[src/rtl/clk_div_prog.sv]
// Multi-channel programmable clock/tick generator. Each channel divides clk by a run-time
// divisor in toggle (square wave) or pulse mode; new settings take effect at terminal count.
module clk_div_prog #(
    parameter int NCH         = 2,
    parameter int CNT_W       = 32,
    parameter int DIV_DEFAULT = 50000000,
    parameter int CH_W        = 1
) (
    input  logic             clk,
    input  logic             reset,
    input  logic             en,
    input  logic             sync,
    input  logic             cfg_we,
    input  logic [CH_W-1:0]  cfg_ch,
    input  logic [CNT_W-1:0] cfg_div,
    input  logic             cfg_mode,
    output logic [NCH-1:0]   cfg_pend,
    output logic [NCH-1:0]   clk_out,
    output logic [NCH-1:0]   tick
);

    localparam logic [CNT_W-1:0] DIV_RST  = CNT_W'(DIV_DEFAULT);
    localparam logic [CNT_W-1:0] CNT_ONE  = CNT_W'(1);
    localparam logic [CNT_W-1:0] CNT_ZERO = '0;

    logic [CNT_W-1:0] cnt    [NCH];
    logic [CNT_W-1:0] divAct [NCH];
    logic [CNT_W-1:0] divShd [NCH];
    logic [NCH-1:0]   modeAct;
    logic [NCH-1:0]   modeShd;
    logic [NCH-1:0]   pend;
    logic [NCH-1:0]   clkReg;
    logic [NCH-1:0]   tickReg;

    logic [NCH-1:0]   wrSel;
    logic [NCH-1:0]   atTc;

    // Out-of-range channel indices match no channel, so such writes are dropped.
    always_comb begin
        wrSel = '0;
        atTc  = '0;
        for (int i = 0; i < NCH; i++) begin
            wrSel[i] = cfg_we && (int'(cfg_ch) == i);
            atTc[i]  = en && (cnt[i] == divAct[i]);
        end
    end

    // NOTE: the per-channel arrays are plain flops, not RAM, so every element is reset.
    always_ff @(posedge clk) begin
        for (int i = 0; i < NCH; i++) begin
            if (reset) begin
                cnt[i]     <= CNT_ZERO;
                divAct[i]  <= DIV_RST;
                divShd[i]  <= DIV_RST;
                modeAct[i] <= 1'b0;
                modeShd[i] <= 1'b0;
                pend[i]    <= 1'b0;
                clkReg[i]  <= 1'b0;
                tickReg[i] <= 1'b0;
            end else begin
                if (wrSel[i]) begin
                    divShd[i]  <= cfg_div;
                    modeShd[i] <= cfg_mode;
                end

                if (sync) begin
                    cnt[i]     <= CNT_ZERO;
                    clkReg[i]  <= 1'b0;
                    tickReg[i] <= 1'b0;
                    if (wrSel[i]) pend[i] <= 1'b1;
                end else if (atTc[i]) begin
                    // The TC itself is governed by the old settings; the shadow takes over after it.
                    cnt[i]     <= CNT_ZERO;
                    tickReg[i] <= 1'b1;
                    pend[i]    <= wrSel[i];
                    if (pend[i]) begin
                        divAct[i]  <= divShd[i];
                        modeAct[i] <= modeShd[i];
                    end
                    if (pend[i] && (modeShd[i] != modeAct[i]))
                        clkReg[i] <= 1'b0;
                    else
                        clkReg[i] <= modeAct[i] ? 1'b1 : ~clkReg[i];
                end else begin
                    if (en) cnt[i] <= cnt[i] + CNT_ONE;
                    tickReg[i] <= 1'b0;
                    if (modeAct[i]) clkReg[i] <= 1'b0;
                    if (wrSel[i]) pend[i] <= 1'b1;
                end
            end
        end
    end

    assign cfg_pend = pend;
    assign clk_out  = clkReg;
    assign tick     = tickReg;

endmodule

[config.mk]
export PLATFORM = sky130hd
export DESIGN_NAME = clk_div_prog
export DESIGN_NICKNAME = d
export VERILOG_FILES = /design/src/rtl/clk_div_prog.sv
export SDC_FILE = /design/constraint.sdc
export NUM_CORES = 1
export LEC_CHECK = 0
export CAP_MARGIN = 20
export CORE_MARGIN = 2
export CORE_UTILIZATION = 40
export DETAILED_ROUTE_END_ITERATION = 6
export SETUP_SLACK_MARGIN = 0.1
export SYNTH_ARGS = -nofsm -noshare
export SYNTH_HDL_FRONTEND = slang
export SYNTH_SLANG_ARGS = --single-unit
[constraint.sdc]
create_clock -name clk -period 6.85 [get_ports clk]
set_input_delay 1.0275 -clock clk [delete_from_list [all_inputs] [get_ports clk]]
set_output_delay 1.0275 -clock clk [all_outputs]
set_load 0.005 [all_outputs]
==> results of run 1 <==
cell usage in the layout, fill, tap and decap left out, types with 22 or more instances in the layout:
cell type and instances:
and2_1 83, xor2_1 107, clkbuf_16 24, nand2b_1 48, nand4_1 22, nand3_1 27
clkdlybuf4s50_1 44, edfxtp_1 192, nand2_1 31, nor2_1 73
cell type report:
cell class	count	area, sq um	share of cell area
clock inverters	8	35.03	0.003244
multi-input cells	490	3219	0.2981
inverters	10	37.54	0.003475
repair buffers	56	588.1	0.05445
well taps	285	356.6	0.03302
flip-flops and latches	202	5966	0.5524
clock buffers	29	598.1	0.05538
worst max-delay path, cell delays in order, from the launching register on:
cell and delay (ns):
edfxtp_1 0.45, xor2_1 0.22, nor4_1 0.64, nand4_2 0.51
nor4_4 0.37, buf_4 0.31, or2b_1 0.26
state kept, by name (all words and copies together), names as in the netlist:
register	count
cnt	64
divAct	64
divShd	64
cfg_pend	2
clk_out	2
modeAct	2
modeShd	2
tick	2
through the flow:
| stage | utilization | power [W] | instance area (sq um) | std cells |
|---|---|---|---|---|
| after global placement | 0.4442 | 0.001597 | 10090 | 1040 |
| final | 0.4756 | 0.002634 | 10800 | 1080 |
| after detailed placement | 0.4454 | 0.001602 | 10110 | 1041 |
| after floorplan | - | 0.001534 | 9294 | 724 |
| after CTS | 0.4733 | 0.002664 | 10750 | 1078 |
| after global routing | 0.4756 | 0.002735 | 10800 | 1080 |
per-layer routing:
metal  global-route usage  vias to the layer above  share of wire
li1                     -                     2672              -
met1               0.2348                     2677           0.47
met2               0.2473                      145           0.46
met3              0.02243                       27          0.056
met4              0.03976                        0          0.017
met5                    0                        -              0
logic make-up after synthesis:
kind of cell / share of synthesized area
AOI/OAI and AO/OA: 0.01279
xor gates and xnor gates: 0.1169
adders and majority gates: 0.002692
buffers and inverters: 0.01548
DFF: 0.6419
muxes: 0.002154
and+or+nand+nor: 0.2081
final timing paths:
| kind | slack (ns) | from | end |
|---|---|---|---|
| min | 0.50 | divShd[1][12] | divAct[1][12] |
| max | 3.81 | cnt[0][3] | divAct[0][12] |
| min reg2reg | 0.50 | divShd[1][12] | divAct[1][12] |
| max reg2reg | 3.81 | cnt[0][3] | divAct[0][12] |
power groups by stage:
stage	sequential [W]	clock, W	combinational, W
after global routing	0.00146	0.00114	0.000138
after global placement	0.00148	0	0.000120
final	0.00145	0.00106	0.000126
after detailed placement	0.00148	0	0.000124
after CTS	0.00145	0.00109	0.000125
after floorplan	0.00146	0	0.0000710
==> reports/results.md, run 1 <==
* finished, final reports clean — status
* 0 — share of synthesized registers carrying an async set or reset
* 5 — Pre-Repair DR Iteration Count
* reg2reg — critical path class
* 0.401 — power share of the clock group
* 0.009294 sq mm — cell area after synthesis
* 0 — Slew Viols, Final
* 3.556 ns — pre-CTS setup slack
* 0.6204 — Yosys top cell area share
* 0.4955 ns — Hold Slack
* 0.06038 — layout cells sized above 1
* 0.0005557 W — net switching power
* 16.21% — Area growth, synth to finish
* yes — CTS tree
* 3.813 ns — slack of the critical path
* 0 — ant diodes
* 0.002078 W — Power Internal
* 0.3293 GHz — maximum frequency from static timing analysis
* 12.84 sq um — Synth Area per Inst
* 38 — Yosys cell types
* 0.6419 — post-synthesis sequential area ratio
* 18720 um — wirelength, routed
* 823 — layout net count
* 0.06 ns — clock transition at the registers of the reported paths
* 328 — DR iter-0 viols
* 0.02447 sq mm — die footprint
* 0.551 — portion of total power attributed to sequential cells
* 6 — cell depth of the worst flop-to-flop path
* 3 — CTS Buffer Depth
* 0 — CTS-repair resized insts
* 5541 — number of global-route vias before repair
* 0 — Final setup viols
* 0 — hold violation total from the final report
* 0.2110 — Sw Share
* 3.28 ns — arrival time worst endpoint
* 1 — H-tree lvl count
* 0 — Hold-fix buffers, CTS
* edfxtp_1 — most numerous cell in the Yosys netlist
* edfxtp_1 — largest area contributor in the netlist
* 3.037 ns — crit path time final
* 0.009053 ns — worst clock skew on the final layout
* reg2reg — worst hold path type
* false — unrepaired setup endpoints after global routing
* 30330 um — wire length of the first global-routing pass
* 202 — number of sinks driven by the clock tree
* 5.112 — routed via count divided by cell count
* flip-flop — type of element capturing the critical path
* 243.8 mW/mm^2 — power density over the cells
* 22 — clock buffer count from CTS
* 156.4 um — die width
* 2035 — layout filler cell count
* 0.048 — combinational share of power
* 3.740 nW — leakage power figure
* 0 — synthesis warning total
* 202 — number of synthesized register bits
* 7.10 ns — required time of the critical path
* 0.1362 mV — worst supply voltage drop on vdd
* edfxtp_1, xor2_1, and2_1 — leading cell types by count after synthesis
* edfxtp_1 — commonest register cell after synthesis
* 0.4434 — post-route clock period utilization
* 32 — worst-path maximum fanout
* 35 — pin count of the biggest net entering global routing
* 724 — cell count after synthesis
* 156.4 um — Chip Height
* 45 — IO Pins
* 17.34 um — wire length per cell after detailed routing
* 192 — Post-synth EDFFs
* 0 — Post-CTS Setup Repair Bufs
* 0.3153 — max-slew headroom at the worst pin
* 44 — number of port buffers
* 0.1587 — aggregate global-route resource usage
* 0.4093 — effective utilization at floorplan
* 0.8353 — placer congestion estimate
* 765 — synthesized net count
* 0.02271 sq mm — area of the core
* clkbuf_16 — CTS Root Buffer Type
* 0 — residual DRC count
* 0 — Final ANT Viol Nets
* 13330 um — detailed-placement wirelength estimate
* 55 — number of core rows
* 0.49 ns — insertion delay to the later sink of the worst-skew pair
* edfxtp_1, xor2_1, and2_1, nand2b_1, nor2_1 — largest cells by area after synthesis
* flip-flop — startpoint class of the critical path
* 1 — cell depth of the worst hold path
* 0 — Max Cap Viol
* 1.019 ns — pin slew with the least headroom to its limit
* 5521 — total number of vias
* 0 ns — post-route setup TNS
* 0 — number of antenna violations at the first check in global routing
* 0 — gr ovfl total
Power figures use the tool's default switching activity.
==> inputs of run 2 (changes only) <==
==> constraint.sdc (replaced) <==
create_clock -name clk -period 3.2 [get_ports clk]
set_input_delay 0.48 -clock clk [delete_from_list [all_inputs] [get_ports clk]]
set_output_delay 0.48 -clock clk [all_outputs]
set_load 0.005 [all_outputs]
==> run 2 against run 1 <==
  * Hold slack improved by 0.0028 ns
  * Clock skew decreased by 0.0013 ns
  * First-iteration DRC count increased by 43%
  * Combinational power increased by 110%
  * Wire length increased by 0.67%
  * Highest routed layer unchanged
==> reports/results.md, run 2 (synthesized netlist as in run 1, its figures left out) <==
* finished, final reports clean — status
* 552.5 mW/mm^2 — power density over the cells, +130%
* flip-flop — type of element capturing the critical path
* 0 — Max Cap Viol, unchanged
* 0 — number of antenna violations at the first check in global routing, unchanged
* 0.3386 mV — worst supply voltage drop on vdd, +150%
* 156.4 um — die width, unchanged
* 202 — number of sinks driven by the clock tree, unchanged
* flip-flop — startpoint class of the critical path
* cnt x64, divAct x64, divShd x64 — Regs by FF count
* 0.45 ns — Crit path largest cell delay, -0.19 ns
* 13680 um — detailed-placement wirelength estimate, +2.6%
* 0.02271 sq mm — area of the core, unchanged
* edfxtp_1 — most common cell after layout, fill and taps aside
* 55 — number of core rows, unchanged
* 2.93 ns — arrival time worst endpoint, -0.35 ns
* 45 — IO Pins, unchanged
* 0.6262 ns — pin slew with the least headroom to its limit, -0.3931 ns
* 0 — Post-CTS Setup Repair Bufs, unchanged
* 5.168 — routed via count divided by cell count, +1.1%
* 0.5787 — max-slew headroom at the worst pin, +0.2634
* 0.49 ns — insertion delay to the later sink of the worst-skew pair, about the same
* 0 — Slew Viols, Final, unchanged
* 1049 — Inst Count DP, +0.77%
* 2.683 ns — crit path time final, -0.3540 ns
* 0 — CTS-repair resized insts, unchanged
* 23 — clock buffer count from CTS, +4.5%
* reg2reg — critical path class
* 35 — pin count of the biggest net entering global routing, unchanged
* 0.8503 — placer congestion estimate, +1.8%
* 0.08085 — layout cells sized above 1, +0.02047
* 32 — worst-path maximum fanout, unchanged
* 0.02447 sq mm — die footprint, unchanged
* 0.01015 sq mm — Post-DP Area, +0.40%
* 1 — worst path buffer plus inverter count, unchanged
* simple AND/OR/NAND/NOR gates — Top delay family on crit path
* 1089 — filler-free cell count of the finished design, +0.83%
* 0.3727 GHz — maximum frequency from static timing analysis, +13%
* 0 — residual DRC count, unchanged
* 0.4093 — effective utilization at floorplan, unchanged
* 0.1574 — aggregate global-route resource usage, -0.001286
* 4 — Pre-Repair DR Iteration Count, -1
* 0.8385 — post-route clock period utilization, +0.3951
* 1 — H-tree lvl count, unchanged
* 0.4810 — final standard cell utilization of the core, +0.005455
* 17.31 um — wire length per cell after detailed routing, -0.16%
* edfxtp_1, xor2_1, and2_1 — most frequent cells in the layout
* 0 — hold violation total from the final report, unchanged
* 0.007728 ns — worst clock skew on the final layout, -0.001325 ns
* reg2reg — worst hold path type
* 5628 — total number of vias, +1.9%
* 0 — ant diodes, unchanged
* yes — CTS tree
* 17.54% — Area growth, synth to finish
* 44 — number of port buffers, unchanged
* 0 — gr ovfl total, unchanged
* 0 — Final ANT Viol Nets, unchanged
* 830 — layout net count, +0.85%
* 468 — DR iter-0 viols, +43%
* clkbuf_16 — CTS Root Buffer Type
* 0 — Final setup viols, unchanged
* 30240 um — wire length of the first global-routing pass, -0.27%
* 3.825 nW — leakage power figure, +2.3%
* 0 ns — post-route setup TNS, unchanged
* 18850 um — wirelength, routed, +0.67%
* 3.45 ns — required time of the critical path, -3.65 ns
* false — unrepaired setup endpoints after global routing
* 2008 — layout filler cell count, -1.3%
* 156.4 um — Chip Height, unchanged
* 0 — Hold-fix buffers, CTS, unchanged
* 3 — CTS Buffer Depth, unchanged
* xor2_1 > nor4_1 > nand4_2 > nor4_4 > buf_4 > or2b_1 — crit path cell chain
* edfxtp_1 — cell with the largest stage delay on the worst path
* 0.06 ns — clock transition at the registers of the reported paths, about the same
* 0.01092 sq mm — Final Instance Area, +1.1%
* 5568 — number of global-route vias before repair, +0.49%
-- run 2: power by group --
part           switching, W  leakage [nW]  internal [W]
Combinational      0.000142          1.40      0.000121
Clock               0.00102         0.379       0.00164
Sequential        0.0000882          2.05       0.00302
Total               0.00125          3.83       0.00478
-- run 2: through the flow --
step | worst slack [ns] | total power, W | hold WS, ns
floorplan | 0.5594 | 0.003284 | 0.4753
detailed placement | 0.4847 | 0.003428 | 0.4948
global placement | 0.5026 | 0.003421 | 0.4936
global route | 0.3476 | 0.006229 | 0.5070
CTS | 0.4732 | 0.006105 | 0.5011
finish | 0.5169 | 0.006035 | 0.4983
-- run 2: path summary, 6_finish.rpt --
| path | cells past startpoint | slack, ns | start | to |
|---|---|---|---|---|
| hold reg to reg | 1 | 0.50 | divShd[0][15] | divAct[0][15] |
| setup / recovery | 6 | 0.52 | cnt[0][3] | divAct[0][12] |
| setup reg to reg | 6 | 0.52 | cnt[0][3] | divAct[0][12] |
| hold / removal | 1 | 0.50 | divShd[0][15] | divAct[0][15] |
-- run 2: cell type report --
class | count | area, sq um | area share
clock buffers | 26 | 586.8 | 0.05372
clock inverters | 14 | 182.7 | 0.01672
inverters | 10 | 37.54 | 0.003436
multi-input cells | 490 | 3219 | 0.2947
flip-flops and latches | 202 | 5966 | 0.5461
well taps | 285 | 356.6 | 0.03264
repair buffers | 62 | 575.6 | 0.05269
-- run 2: worst reg2reg max path: stages (launching register included) --
cell,delay [ns]
edfxtp_1,0.45
xor2_1,0.22
nor4_1,0.44
nand4_2,0.40
nor4_4,0.35
buf_4,0.31
or2b_1,0.27
-- run 2: routing by layer --
layer  global-route usage  vias to the layer above  share of wire
met5                    0                        -              0
met4              0.03801                        0          0.017
met3              0.02520                       23          0.050
met2               0.2452                      147           0.45
met1               0.2315                     2766           0.48
li1                     -                     2692              -
